[src/rtl/sync_fifo_flex.sv]
// Single-clock FIFO with arbitrary depth, optional first-word-fall-through read,
// programmable almost flags, occupancy output, synchronous flush and sticky error flags.
module sync_fifo_flex #(
    parameter int DATA_WIDTH    = 8,
    parameter int DEPTH         = 16,
    parameter int FWFT          = 0,
    parameter int AFULL_THRESH  = DEPTH - 2,
    parameter int AEMPTY_THRESH = 2,
    localparam int LW           = $clog2(DEPTH + 1)
) (
    input  logic                  clk,
    input  logic                  rst_n,
    input  logic                  flush,
    input  logic                  wr_en,
    input  logic [DATA_WIDTH-1:0] wdata,
    input  logic                  rd_en,
    output logic [DATA_WIDTH-1:0] rdata,
    output logic                  full,
    output logic                  empty,
    output logic                  almost_full,
    output logic                  almost_empty,
    output logic [LW-1:0]         level,
    output logic                  overflow,
    output logic                  underflow
);

    localparam int PW = (DEPTH > 1) ? $clog2(DEPTH) : 1;

    logic [DATA_WIDTH-1:0] mem [DEPTH];
    logic [PW-1:0]         w_ptr;
    logic [PW-1:0]         r_ptr;
    logic [LW-1:0]         count;
    logic                  rd_acc;
    logic                  wr_acc;

    // Non-power-of-two depth: wrap by explicit compare rather than by pointer overflow.
    function automatic logic [PW-1:0] next_ptr(input logic [PW-1:0] p);
        return (p == PW'(DEPTH - 1)) ? '0 : p + 1'b1;
    endfunction

    assign empty        = (count == '0);
    assign full         = (count == LW'(DEPTH));
    assign almost_full  = (count >= LW'(AFULL_THRESH));
    assign almost_empty = (count <= LW'(AEMPTY_THRESH));
    assign level        = count;

    assign rd_acc = rd_en & ~empty & ~flush;
    assign wr_acc = wr_en & ~flush & (~full | rd_acc);

    // NOTE: sequential state uses non-blocking assignments so every register samples pre-edge values.
    always_ff @(posedge clk or negedge rst_n) begin
        if (!rst_n) begin
            w_ptr     <= '0;
            r_ptr     <= '0;
            count     <= '0;
            overflow  <= 1'b0;
            underflow <= 1'b0;
        end else if (flush) begin
            w_ptr     <= '0;
            r_ptr     <= '0;
            count     <= '0;
            overflow  <= 1'b0;
            underflow <= 1'b0;
        end else begin
            if (wr_acc) w_ptr <= next_ptr(w_ptr);
            if (rd_acc) r_ptr <= next_ptr(r_ptr);
            case ({wr_acc, rd_acc})
                2'b10:   count <= count + 1'b1;
                2'b01:   count <= count - 1'b1;
                default: count <= count;
            endcase
            if (wr_en && full && !rd_acc) overflow  <= 1'b1;
            if (rd_en && empty)           underflow <= 1'b1;
        end
    end

    // NOTE: the storage array has no reset so it maps onto plain RAM; validity is tracked by count.
    always_ff @(posedge clk) begin
        if (wr_acc) mem[w_ptr] <= wdata;
    end

    generate
        if (FWFT != 0) begin : g_fwft
            assign rdata = mem[r_ptr];
        end else begin : g_reg
            logic [DATA_WIDTH-1:0] rdata_q;
            always_ff @(posedge clk or negedge rst_n) begin
                if (!rst_n)      rdata_q <= '0;
                else if (flush)  rdata_q <= '0;
                else if (rd_acc) rdata_q <= mem[r_ptr];
            end
            assign rdata = rdata_q;
        end
    endgenerate

endmodule

[config.mk]
export PLATFORM = sky130hd
export DESIGN_NAME = sync_fifo_flex
export DESIGN_NICKNAME = d
export VERILOG_FILES = /design/src/rtl/sync_fifo_flex.sv
export SDC_FILE = /design/constraint.sdc
export NUM_CORES = 1
export LEC_CHECK = 0
export ABC_AREA = 1
export CORE_MARGIN = 4
export CORE_UTILIZATION = 54
export DETAILED_ROUTE_END_ITERATION = 8
export PLACE_DENSITY = 0.82
export SLEW_MARGIN = 20
export SYNTH_ARGS = -nofsm -noshare
export SYNTH_HDL_FRONTEND = slang
export SYNTH_SLANG_ARGS = --single-unit
[constraint.sdc]
create_clock -name clk -period 1.8 [get_ports clk]
set_input_delay 0.27 -clock clk [delete_from_list [all_inputs] [get_ports clk]]
set_output_delay 0.27 -clock clk [all_outputs]
set_load 0.03 [all_outputs]
Yosys cells after proc, flatten, opt, wreduce, memory -nomap -nowiden
Memories as Yosys holds them, arrays and structs flattened. Index checks and enable logic that the tools add are counted.

Register bits after elaboration: 23. Memory bits (writable): 128. Input port bits: 13. Output and inout bits: 19. Logic and storage cells: 52. Memories kept: 1.

Memory list: mem (depth 16, width 8, read ports 1, clocked after memory_dff 0, write ports 1, RTL line 29) `logic [DATA_WIDTH-1:0] mem [DEPTH];`.

Add/sub/neg operators: 4. Magnitude comparators: 2. Eq/ne operators: 5. Mux-type cells: 16. Bitwise logic cells: 8. Reductions and logical operators: 10.

Operator list (count): $mux 4 (6); $mux 8 (2); $pmux 5 s2 (1); $add 4x1->4 const B (2); $eq 4x4->1 const B (2); $reduce_bool 2->1 (4); $mux 1 (6); $add 5x1->5 const B (1); $eq 5x5->1 const B (1); $ge 5x4->1 const B (1); $le 5x2->1 const B (1); $logic_not 5->1 (1); $mux 5 (1); $sub 5x1->5 const B (1); $and 1x1->1 (4); $logic_and 1x1->1 (3); $not 1->1 (3); $reduce_bool 3->1 (1); $eq 2x1->1 const B (1); $eq 2x2->1 const B (1); $logic_not 1->1 (1); $or 1x1->1 (1).

Logic depth before layout (Yosys ltp)
Word-level depth: 9. Mapped depth: 12. Depth with buffers taken out: 12.

Worst setup path after synthesis
No wires, ideal clock.

Path kind: register to output. From: register count[0], in the netlist level[0]. To: output port almost_empty. Arrival time: 2153 ps. Setup slack: -623 ps. Stages on the path, launching flop included: 2. Path through: dfrtp_1 a2111oi_0.

Longest elaborated chain between the ends: 1.

Ends and longest elaborated chain: start, declared (RTL line 32) `logic [LW-1:0] count;`; start signal, assigned (RTL line 68) `2'b10: count <= count + 1'b1;`; start signal, assigned (RTL line 69) `2'b01: count <= count - 1'b1;`; start signal, assigned (RTL line 70) `default: count <= count;`; $le 5x2->1 (RTL line 44) `assign almost_empty = (count <= LW'(AEMPTY_THRESH));`; end, declared (RTL line 21) `output logic almost_empty,`.

No other way between the ends.

Final worst setup path
From: register count[1], in the netlist level[1]. To: output port almost_empty.

Same word-level chain as after synthesis.

==> results.cfg <==
[sta]
fin_crit_ns = 1.90
maxSlewHeadroom = 0.538
rsz0062_at_grt = true
tightest_slew_ns = 0.692
setup_violations = 14
setup_ws_ns = -0.100
max_freq_mhz = 526
skew_ns = 0.00936
drv_slew = 0
hold_viol_final = 0
setup-tns-final_ns = -0.357
finalCritPeriodShare = 1.06

[power]
power.leakage_nw = 3.08
powerDensity_nw_per_um2 = 1230
p_total_w = 0.00983
ir_drop_v = 0.000859

[drt]
vias_per_cell = 5.83
drt-total-wl_um = 15100
drt_iter0_drc = 600
wire_per_inst_um = 18.7
num_vias = 4704
ant_nets = 0
highest-signal-layer = met4
drc = 0
met1_length_um = 5660
wl_met3_um = 1090
routed-wl-met2_um = 7760
first_pass_iters = 6

[synth]
synth_area_um2 = 6330
synth_warnings = 0
synth_cell_type_count = 29
syn_avg_cell_area_um2 = 11.1
ys_seq_elements = 151
seq_area_frac_synth = 0.698
synth_cells = 568
synthesis.nets = 590

[hold_path]
hold_class = in -> async

[placement]
pre_cts_slack_ns = -0.322
finalWeightedCongestion = 0.936
placed_area_um2 = 7170
port_buffers = 31
hpwl_um = 9340

[critical_path]
rrSetupSlack_ns = -0.09
cp_max_fo = 3
crit_type = reg -> out
worstPathRequired_ns = 1.53
cp-start-kind = flop
worst_ep_arrival_time_ns = 1.63
endpoint_kind = output pin

[clocking]
clk_pin_slew_ns = 0.06
numCtsBuffers = 17
cts_buffer_depth = 2
cts_sinks = 151
ctsHoldBuffers = 0
clk_latency_ns = 0.42
root_buffer = clkbuf_16
cts_htree_levels = 4
cts_tree = done

[die]
die_w_um = 116
core_um2 = 11500
start_util = 0.552
fp.dieH_um = 116
ios = 32
num_rows = 39
die-area_um2 = 13500

[run_status]
outcome = finished with violations
violations = setup timing

[layout]
layout-drive-gt1-share = 0.205
fill_cells = 709
fin_util = 0.698
syn_to_final_growth_pct = 26.4
antenna_cells = 0
final_common_cell = nand2_1
fin_nets = 673
finish.instance_area_um2 = 8000
final_cell_mix = 142 x nand2_1, 128 x edfxtp_1, 71 x nor2_1

[grt]
grt_pass1_vias = 4519
grt_pass1_wl_um = 22700
grt_antenna_before_repair = 0
gr-usage-all-layers = 0.225
grt_max_degree = 49
grt_remaining_overflow = 0

[run]
maxCapViolations = 0
synthesized netlist by cell type:
master	instances	area, um2
a2111oi_0	1	8.76
a21oi_1	25	125
a31oi_1	1	6.26
buf_1	1	3.75
buf_2	11	55.1
clkbuf_1	8	30.0
clkinv_1	2	7.51
dfrtp_1	23	576
edfxtp_1	128	3840
fa_1	1	20.0
ha_1	8	100
inv_1	17	63.8
inv_2	4	15.0
nand2_1	149	559
nand2_2	1	6.26
nand3_1	34	170
nand3_4	1	17.5
nand3b_1	2	15.0
nand4_1	3	18.8
nor2_1	84	315
nor2_4	1	11.3
nor3_1	1	5.00
nor3b_1	1	7.51
o211ai_1	14	105
o21ai_0	41	205
o21ai_1	1	5.00
o22ai_1	3	18.8
o31ai_1	1	7.51
o32ai_1	1	8.76
where the power goes:
group / switching (W) / total (W) / internal [W]
Sequential: 0.000104 / 0.00404 / 0.00394
Clock: 0.00134 / 0.00341 / 0.00206
Combinational: 0.00146 / 0.00238 / 0.000920
final cells by class:
type | instances | area, um2 | area share
clock buffers | 19 | 443 | 0.0554
clock inverters | 13 | 131 | 0.0164
inverters | 23 | 91.3 | 0.0114
multi-input cells | 374 | 1940 | 0.242
flip-flops and latches | 151 | 4430 | 0.553
well taps | 143 | 179 | 0.0224
repair buffers | 84 | 793 | 0.0991
metal layers:
metal  vias up  GRT usage
met5         -          0
li1       2149          -
met1      2258      0.276
met2       240      0.374
met3        57     0.0560
met4         0      0.111
final timing paths:
path	from	end	cells past startpoint
max in group asynchronous	rst_n	level[0]	2
min in group clk	rdata[1]	rdata[1]	2
max	level[1]	almost_empty	4
min	rst_n	w_ptr[1]	2
max reg2reg	level[0]	level[4]	11
min reg2reg	rdata[1]	rdata[1]	2
sequential cells by signal (all words and copies together), names as in the netlist:
| register | count |
|---|---|
| r_ptr | 4 |
| overflow | 1 |
| underflow | 1 |
| level | 5 |
| rdata | 8 |
| mem | 128 |
| w_ptr | 4 |
per-stage QoR:
| stage | instances | hold slack (ns) |
|---|---|---|
| floorplan | 568 | -0.0256 |
| global placement | 768 | 0.464 |
| detailed placement | 768 | 0.469 |
| CTS | 802 | 0.227 |
| global route | 807 | 0.236 |
| finish | 807 | 0.220 |
what timing repair did:
item	CTS	global route
endpoints found under the setup margin	28	136
setup buffers	2	5
pin swaps	1	10
resized for setup	25	52
cells by family after synthesis:
family          count (synthesis)  synth area share
buf+inv                        43            0.0277
simple gates                  277             0.178
fa+ha+maj                       9            0.0190
flops                         151             0.698
compound gates                 88            0.0775
worst max-delay path, cell delays in order (launching register included):
cell       delay [ns]
dfrtp_2          0.43
buf_6            0.13
buf_6            0.12
a2111oi_4        0.32
buf_4            0.21
No activity file was read; power rests on OpenSTA's default activity.
